===== src/rtl/change_req_pkg.sv =====
// change_req_pkg: controller state encodings, dwell width and the
// per-state dwell lookup shared by change_request_gen and its bench.
package change_req_pkg;

  localparam int DWELL_W = 8;

  typedef logic [3:0]         state_t;
  typedef logic [DWELL_W-1:0] dwell_t;

  localparam state_t ST_A = 4'd0;
  localparam state_t ST_B = 4'd1;
  localparam state_t ST_C = 4'd2;
  localparam state_t ST_D = 4'd3;
  localparam state_t ST_E = 4'd4;
  localparam state_t ST_F = 4'd5;

  function automatic dwell_t dwell_lookup(
    input state_t st,
    input dwell_t green,
    input dwell_t walk,
    input dwell_t yellow
  );
    dwell_t v;
    v = '0;
    case (st)
      ST_A, ST_D: v = green;
      ST_B, ST_E: v = walk;
      ST_C, ST_F: v = yellow;
      default:    v = '0;
    endcase
    return v;
  endfunction

endpackage


===== src/rtl/change_request_gen_debounce.sv =====
// input_debouncer: 2-FF synchroniser plus stability counter.
// Ports: clock, resetn (sync, active-low), i_raw -> o_evt
// (rising-edge pulse when EDGE_MODE=1, debounced level otherwise).
module input_debouncer
  import change_req_pkg::*;
#(
  parameter int DEBOUNCE_CYCLES = 500_000,
  parameter bit EDGE_MODE       = 1'b1
) (
  input  logic clock,
  input  logic resetn,
  input  logic i_raw,
  output logic o_evt
);

  localparam int CW = $clog2(DEBOUNCE_CYCLES + 1);
  localparam logic [CW-1:0] LAST = CW'(DEBOUNCE_CYCLES - 1);

  logic          r_sync1;
  logic          r_sync2;
  logic          r_level;
  logic          r_rise;
  logic [CW-1:0] r_cnt;
  logic          w_diff;
  logic          w_done;

  assign w_diff = r_sync2 ^ r_level;
  // Last of the required run of differing samples: accept it.
  assign w_done = w_diff && (r_cnt == LAST);

  always_ff @(posedge clock) begin
    if (!resetn) begin
      r_sync1 <= 1'b0;
      r_sync2 <= 1'b0;
      r_level <= 1'b0;
      r_rise  <= 1'b0;
      r_cnt   <= '0;
    end else begin
      r_sync1 <= i_raw;
      r_sync2 <= r_sync1;
      r_rise  <= w_done & r_sync2;
      if (!w_diff) begin
        r_cnt <= '0;
      end else if (w_done) begin
        r_cnt   <= '0;
        r_level <= r_sync2;
      end else begin
        r_cnt <= r_cnt + CW'(1);
      end
    end
  end

  assign o_evt = EDGE_MODE ? r_rise : r_level;

endmodule


===== src/rtl/change_request_gen.sv =====
// change_request_gen: debounced request latching, phase dwell timer
// and change handshake for the A-F light controller. Ports: clock,
// resetn, ped_btn1/2, [car_sense1/2], state -> change, wait1/2,
// secs_left. Macro CHANGE_REQ_CAR_SENSE_EN adds the car sensors.
module change_request_gen
  import change_req_pkg::*;
#(
  parameter int TICK_DIV        = 50_000_000,
  parameter int DEBOUNCE_CYCLES = 500_000,
  parameter int MIN_GREEN       = 5,
  parameter int WALK_TIME       = 8,
  parameter int YELLOW_TIME     = 3
) (
  input  logic       clock,
  input  logic       resetn,
  input  logic       ped_btn1,
  input  logic       ped_btn2,
`ifdef CHANGE_REQ_CAR_SENSE_EN
  input  logic       car_sense1,
  input  logic       car_sense2,
`endif
  input  logic [3:0] state,
  output logic       change,
  output logic       wait1,
  output logic       wait2,
  output logic [7:0] secs_left
);

  localparam int PW = (TICK_DIV > 1) ? $clog2(TICK_DIV) : 1;
  localparam logic [PW-1:0] P_LAST = PW'(TICK_DIV - 1);
  localparam dwell_t LD_G = DWELL_W'(MIN_GREEN);
  localparam dwell_t LD_W = DWELL_W'(WALK_TIME);
  localparam dwell_t LD_Y = DWELL_W'(YELLOW_TIME);

  logic w_btn1;
  logic w_btn2;
  logic w_ev1;
  logic w_ev2;

  input_debouncer #(
    .DEBOUNCE_CYCLES(DEBOUNCE_CYCLES),
    .EDGE_MODE      (1'b1)
  ) u_db_btn1 (
    .clock (clock),
    .resetn(resetn),
    .i_raw (ped_btn1),
    .o_evt (w_btn1)
  );

  input_debouncer #(
    .DEBOUNCE_CYCLES(DEBOUNCE_CYCLES),
    .EDGE_MODE      (1'b1)
  ) u_db_btn2 (
    .clock (clock),
    .resetn(resetn),
    .i_raw (ped_btn2),
    .o_evt (w_btn2)
  );

`ifdef CHANGE_REQ_CAR_SENSE_EN
  logic w_car1;
  logic w_car2;

  // Presence is level-sensitive: a parked car keeps requesting.
  input_debouncer #(
    .DEBOUNCE_CYCLES(DEBOUNCE_CYCLES),
    .EDGE_MODE      (1'b0)
  ) u_db_car1 (
    .clock (clock),
    .resetn(resetn),
    .i_raw (car_sense1),
    .o_evt (w_car1)
  );

  input_debouncer #(
    .DEBOUNCE_CYCLES(DEBOUNCE_CYCLES),
    .EDGE_MODE      (1'b0)
  ) u_db_car2 (
    .clock (clock),
    .resetn(resetn),
    .i_raw (car_sense2),
    .o_evt (w_car2)
  );

  assign w_ev1 = w_btn1 | w_car1;
  assign w_ev2 = w_btn2 | w_car2;
`else
  assign w_ev1 = w_btn1;
  assign w_ev2 = w_btn2;
`endif

  logic          r_started;
  state_t        r_state_q;
  logic [PW-1:0] r_pre;
  dwell_t        r_dwell;
  logic          r_change;
  logic          r_wait1;
  logic          r_wait2;

  logic w_valid;
  logic w_entry;
  logic w_tick;
  logic w_adv;

  assign w_valid = (state <= ST_F);
  // r_started makes the first post-reset cycle count as an entry.
  assign w_entry = (state != r_state_q) | ~r_started;
  assign w_tick  = (r_pre == P_LAST);

  // Dwell of zero read on an entry cycle is stale, so exclude it.
  always_comb begin
    w_adv = 1'b0;
    if (w_valid && !w_entry && (r_dwell == '0)) begin
      unique case (1'b1)
        (state == ST_A): w_adv = r_wait1;
        (state == ST_D): w_adv = r_wait2;
        default:         w_adv = 1'b1;
      endcase
    end
  end

  always_ff @(posedge clock) begin
    if (!resetn) begin
      r_started <= 1'b0;
      r_state_q <= ST_A;
      r_pre     <= '0;
      r_dwell   <= '0;
      r_change  <= 1'b0;
      r_wait1   <= 1'b0;
      r_wait2   <= 1'b0;
    end else begin
      r_started <= 1'b1;
      r_state_q <= state;
      if (!w_valid) begin
        r_pre    <= '0;
        r_dwell  <= '0;
        r_change <= 1'b0;
      end else begin
        if (w_entry) begin
          r_pre    <= '0;
          r_dwell  <= dwell_lookup(state, LD_G, LD_W, LD_Y);
          r_change <= 1'b0;
        end else begin
          r_pre <= w_tick ? '0 : r_pre + PW'(1);
          if (w_tick && (r_dwell != '0)) begin
            r_dwell <= r_dwell - DWELL_W'(1);
          end
          if (w_adv) begin
            r_change <= 1'b1;
          end
        end
        // Clear on service entry takes priority over a new event.
        if (w_entry && (state == ST_D)) begin
          r_wait1 <= 1'b0;
        end else if (w_ev1 && (state != ST_D)) begin
          r_wait1 <= 1'b1;
        end
        if (w_entry && (state == ST_A)) begin
          r_wait2 <= 1'b0;
        end else if (w_ev2 && (state != ST_A)) begin
          r_wait2 <= 1'b1;
        end
      end
    end
  end

  assign change    = r_change;
  assign wait1     = r_wait1;
  assign wait2     = r_wait2;
  assign secs_left = r_dwell;

endmodule


===== config.mk =====
export PLATFORM = sky130hd
export DESIGN_NAME = change_request_gen
export DESIGN_NICKNAME = d
export VERILOG_FILES = /design/src/rtl/change_req_pkg.sv /design/src/rtl/change_request_gen_debounce.sv /design/src/rtl/change_request_gen.sv
export SDC_FILE = /design/constraint.sdc
export NUM_CORES = 1
export LEC_CHECK = 0
export ABC_AREA = 1
export BUFFER_PORTS_ARGS = -buffer_cell sky130_fd_sc_hd__buf_4
export CAP_MARGIN = 15
export CORE_MARGIN = 2
export CORE_UTILIZATION = 45
export DETAILED_ROUTE_END_ITERATION = 10
export GPL_TIMING_DRIVEN = 1
export PLACE_DENSITY = 0.67
export SLEW_MARGIN = 10
export SYNTH_ARGS = -nofsm -noshare
export SYNTH_HDL_FRONTEND = slang
export SYNTH_SLANG_ARGS = --single-unit

===== constraint.sdc =====
create_clock -name clock -period 2.3 [get_ports clock]
set_clock_uncertainty 0.2 [all_clocks]
set_input_delay 0.23 -clock clock [delete_from_list [all_inputs] [get_ports clock]]
set_output_delay 0.23 -clock clock [all_outputs]
set_load 0.01 [all_outputs]

; ---- After elaboration in Yosys (flattened, before gate mapping)
; Cells that the tools add are included.
[totals]
regBits = 88
in_bits = 8
out_inout_bits = 11
elab_cells = 81
[classes]
addsub = 4
magnitude_cmp = 1
eq_ne = 10
n_mux = 10
bitwise_logic = 10
n_reduce_logical = 29
[ops]
columns = op, count
row1 = "adder 19 x 1 -> 19 bit, second input constant", 2
row2 = "== test 19 bit, second input constant", 2
row3 = "adder 26 x 1 -> 26 bit, second input constant", 1
row4 = "== test 26 bit, second input constant", 1
row5 = two-way mux 8 bit, 2
row6 = one-hot mux 4 bit (3 select lines), 1
row7 = AND reduction 2 bit, 5
row8 = logical AND 1 bit, 9
row9 = OR reduction 3 bit, 3
row10 = "== test 4 x 2 -> 1 bit, second input constant", 2
row11 = "== test 4 x 3 -> 1 bit, second input constant", 2
row12 = logical NOT 8 bit, 1
row13 = nonzero test 8 bit, 1
row14 = "subtractor 8 x 1 -> 8 bit, second input constant", 1
row15 = two-way mux 1 bit, 6
row16 = nonzero test 2 bit, 3
row17 = OR reduction 2 bit, 3
row18 = inverter 1 bit, 5
row19 = "== test 4 x 1 -> 1 bit, second input constant", 1
row20 = "less-or-equal comparator 4 x 3 -> 1 bit, second input constant", 1
row21 = logical NOT 4 bit, 1
row22 = "inequality test 4 x 2 -> 1 bit, second input constant", 1
row23 = inequality test 4 bit, 1
row24 = nonzero test 4 bit, 1
row25 = other kinds (6), 8

; ---- Longest topological paths before layout
[depth]
depth_word = 6
mapped_depth = 11
depth_no_buf = 11

; ---- By module
; A second synthesis with hierarchy kept.
[unflattened]
cells_unflattened = 696
area_unflattened_um2 = 4684.5
[by_module_without_submodules]
columns = mod, instances, cells_per_inst, area_each_um2, seq_area_each_um2
row1 = change_request_gen, 1, 386, 2512.4, 840.8
row2 = input_debouncer, 2, 155, 1086.0, 460.4

; ---- Least setup slack after synthesis
; Ideal clock, no wire load.
[synth_path]
kind = register to register
start = register u_db_btn1.r_cnt[0]
end = register u_db_btn1.r_cnt[0]
setup_ns = 0.117
arrival_time_ns = 1.458
required_time_ns = 1.983
setup_slack_ns = 0.524
stages_incl_launch_ff = 8
n_path_buf = 1
synth_period_minus_slack_ns = 1.776
path_cell_list = dfxtp_1 > ha_1 > nand3_1 > nor4_1 > nand3_1 > nand3_2 > buf_2 > nor2_1
[synth_via]
elab_chain_len = 3
elab_cells_between_ends = 4
classes_between = 1 x add/sub / 1 x eq/ne / 2 x reduce/logical
[synth_lines]
columns = item, line
row1 = from (decl), change_request_gen_debounce.sv:23  ; logic [CW-1:0] r_cnt;
row2 = from (signal assigned), change_request_gen_debounce.sv:48  ; r_cnt <= r_cnt + CW'(1);
row3 = "parallel branches: the longest is 3 deep, another holds adder 19 x 1 -> 19 bit", -
; Several ways; the timed one is not identified.
; A chain may end at the register's enable or synchronous reset.

; ---- Worst setup path in the final report
[layout_path]
start = input state[3]
end = register r_pre[10]
[layout_via]
elab_chain_len = 3
elab_cells_between_ends = 5
classes_between = 1 x order compare / 1 x eq/ne / 2 x bitwise / 1 x reduce/logical
[layout_lines]
columns = item, line
row1 = from (decl), change_request_gen.sv:22  ; input logic [3:0] state,
row2 = less-or-equal comparator 4 x 3 -> 1 bit / inequality test 4 bit (equally long branches), "change_request_gen.sv:105, change_request_gen.sv:107"
row3 = inverter 1 bit (no source line) / OR 1 bit (equally long branches), -
row4 = OR reduction 4 bit (no source line) *, -
row5 = to (signal assigned), change_request_gen.sv:144  ; r_pre <= w_tick ? '0 : r_pre + PW'(1);
row6 = to (decl), change_request_gen.sv:94  ; logic [PW-1:0] r_pre;
; Mark *: on every way between the ends. The rest lies on a longest branch, timed or not.

==> flow_metrics.env <==
export IMPL_status="finished, final reports clean"
export IMPL_synth_top_cell_by_area="dfxtp_1"
export IMPL_synth_fp_nets=718
export IMPL_rsz0062_at_grt="false"
export IMPL_cts_setup_buffers=0
export IMPL_cp_endpoint="r_pre[10]"
export IMPL_reg2reg_from="u_db_btn1.r_cnt[0]"
export IMPL_cts_tree="done"
export IMPL_ff_latch_area_mm2=0.00176
export IMPL_place_gp_congestion=0.891
export IMPL_p_clk_frac=0.413
export IMPL_syn_area_mm2=0.00465
export IMPL_grt_pass1_wl_mm=17.0
export IMPL_comb_power_share=0.049
export IMPL_io_pins=19
export IMPL_final_nets=759
export IMPL_startpoint_type="input port"
export IMPL_arrival_ps=2140
export IMPL_grt_use_total=0.183
export IMPL_core_area_mm2=0.0102
export IMPL_fmax_ghz=0.487
export IMPL_dieHeight_um=106
export IMPL_seqPwrFrac=0.538
export IMPL_grt_max_degree=20
export IMPL_ys_seq_elements=88
export IMPL_use_met2=0.299
export IMPL_num_vias=4298
export IMPL_min_path_type="reg -> reg"
export IMPL_met1_usage=0.243
export IMPL_setup_viol=0
export IMPL_antenna_cells=0
export IMPL_synth_area_leaders="dfxtp_1 38%, nand2_1 14%, nor2_1 9.8%, inv_1 8.3%, nand3_1 5.6%"
export IMPL_synth_simple_area_share=0.399
export IMPL_top_usage_layer="met2"
export IMPL_post_route_period_util=0.893
export IMPL_port_buffers=18
export IMPL_ir_worst_vdd_mv=0.336
export IMPL_power_density_mw_per_mm2=540
export IMPL_worst_slew_pin_slew_ps=650
export IMPL_grtUsageMet3=0.0414
export IMPL_synthAdderAreaFrac=0.0135
export IMPL_finalSetupTns_ps=0
export IMPL_totalWireLength_mm=9.59
export IMPL_p_int_w=0.00221
export IMPL_synth_xor_area_frac=0.0584
export IMPL_clockBufferDepth=2
export IMPL_start_util=0.456
export IMPL_h_tree_depth=3
export IMPL_netlist_area_leader_share=0.379
export IMPL_synth_compound_area_frac=0.0544
export IMPL_r2r_slack_ps=300
export IMPL_cp_max_fo=14
export IMPL_total_leakage_power_nw=2.02
export IMPL_clock_latency_ps=360
export IMPL_wl_per_cell_um=10.8
export IMPL_syn_inst=705
export IMPL_cts_made_buffers=9
export IMPL_ant_nets=0
export IMPL_critPathCaptureType="flop"
export IMPL_cap_viol_max_count=0
export IMPL_synth_top_family_by_area="simple AND/OR/NAND/NOR gates"
export IMPL_rr_worst_depth=6
export IMPL_worst_setup_path_type="in -> reg"
export IMPL_viasPerCell=4.85
export IMPL_rows=37
export IMPL_grt_pass1_vias=3901
export IMPL_dpl_hpwl_mm=7.12
export IMPL_drive_above_1_share=0.0759
export IMPL_design_die_area_mm2=0.0112
export IMPL_multi_input_area_mm2=0.00244
export IMPL_startpoint="state[3]"
export IMPL_clock_root_buffer="clkbuf_8"
export IMPL_drtPass1Iterations=5
export IMPL_cp_required_ps=2380
export IMPL_drv_slew=0
export IMPL_path_clk_slew_ps=80
export IMPL_cts_repair_resized=0
export IMPL_relSlewSlack=0.563
export IMPL_cts_sinks=88
export IMPL_syn2layout_area_growth_pct=14.1
export IMPL_ys_seq_area_frac=0.379
export IMPL_synth_distinct_cells=34
export IMPL_holdWs_ps=221
export IMPL_fill_cells=1027
export IMPL_hold_violations=0
export IMPL_p_switching_w=0.000652
export IMPL_period_minus_slack_ps=2050
export IMPL_drt_iter0_markers=154
export IMPL_rr_endpoint="u_db_btn1.r_cnt[16]"
export IMPL_overflow=0
export IMPL_yosysWarnings=0
export IMPL_die_x_um=106
export IMPL_antenna_found_initial=0
export IMPL_avgSynthCellArea_um2=6.59
export IMPL_muxShareOfSynthArea=0
export IMPL_drcViolationCount=0
export IMPL_switching_share=0.228
## cells in the final DEF (no fill, tap or decap), drive strengths merged, types with 2 or more instances in the layout
cell type,n
nand3,55
ha,5
buf,24
o21ai,12
dfxtp,88
or2,4
a21oi,31
bufinv,2
nor4,3
nor2,127
nand2,173
xnor2,13
clkinv,3
dlygate4sd3,13
clkbuf,10
nand3b,7
xor2,18
nand4,29
inv,108
nor3,18
## worst max-delay path, stage by stage
cell	delay, ps
dlygate4sd3_1	550
buf_4	160
a21boi_0	220
nand3_2	160
nor2_8	120
nand2_4	80
nor2_4	280
inv_2	190
nor3_1	140
## repair_timing
item                       in CTS  in global routing
hold buffers                   13                  0
hold endpoints to repair        9                  0
setup endpoints to repair       0                  0
## worst min-delay path by stage
stage	startpoint	slack [ps]	cells after the start	to
floorplan	resetn	60	0	r_started
global placement	u_db_btn2.r_sync1	200	2	u_db_btn2.r_sync2
detailed placement	u_db_btn2.r_sync1	200	2	u_db_btn2.r_sync2
CTS	u_db_btn2.r_sync1	220	2	u_db_btn2.r_sync2
global route	u_db_btn2.r_sync1	270	2	u_db_btn2.r_sync2
finish	u_db_btn2.r_sync1	220	2	u_db_btn2.r_sync2
## Yosys cell counts
master and number:
a21boi_0 1, a21oi_1 31, a22oi_1 1, and2_1 1
buf_2 4, buf_4 1, buf_6 1, clkbuf_1 1
dfxtp_1 88, ha_1 5, inv_1 103, inv_2 4
nand2_1 172, nand2_4 1, nand3_1 52, nand3_2 3
nand3b_1 7, nand4_1 29, nor2_1 121, nor2_2 2
nor2_4 3, nor2_8 1, nor2b_1 1, nor3_1 18
nor3b_1 1, nor4_1 3, o211ai_1 1, o21a_1 1
o21ai_0 9, o21ai_1 3, o21bai_1 1, or2_2 4
xnor2_1 13, xor2_1 18
## flip-flops by register name, indices dropped and copies added, names as in the netlist, 4 cells and up
register,count
u_db_btn2.r_cnt,19
r_state_q,4
secs_left,8
r_pre,26
u_db_btn1.r_cnt,19
## cell type report
type,instances,area share
clock buffer,10,0.0241
tap,136,0.0321
clock inverter,6,0.0172
sequential,88,0.332
multi-input combinational,503,0.460
inverter,107,0.0757
timing repair buffer,37,0.0585
## kinds of logic after synthesis
kind of cell | after synthesis
buffers and inverters | 114
adder cells (fa/ha/maj) | 5
AND/OR/NAND/NOR | 419
flip-flops | 88
AO/OA/AOI/OAI | 48
XOR/XNOR | 31
## power by group through the flow
stage               Clock, W  Combinational [W]  Sequential, W
finish               0.00118           0.000142        0.00154
global route         0.00128           0.000160        0.00154
CTS                  0.00122           0.000142        0.00154
detailed placement         0           0.000124        0.00158
global placement           0           0.000123        0.00158
floorplan                  0          0.0000884        0.00158
## layer usage
| layer | routed length, um | part of all wire | up-vias |
|---|---|---|---|
| li1 | - | - | 2307 |
| met1 | 4710 | 0.49 | 1901 |
| met2 | 4390 | 0.46 | 77 |
| met3 | 356 | 0.037 | 13 |
| met4 | 132 | 0.014 | 0 |
| met5 | 0 | 0 | - |
## stage by stage
stage	setup WS [ps]	util	power [W]	instance area [um2]	std cells
2_1_floorplan	524	-	0.00166	4650	705
3_3_place_gp	376	0.487	0.00170	4960	858
3_5_place_dp	323	0.487	0.00170	4960	858
4_1_cts	257	0.521	0.00290	5310	887
5_1_grt	51.1	0.521	0.00299	5310	887
6_report	245	0.521	0.00286	5310	887
Power figures use the tool's default switching activity.
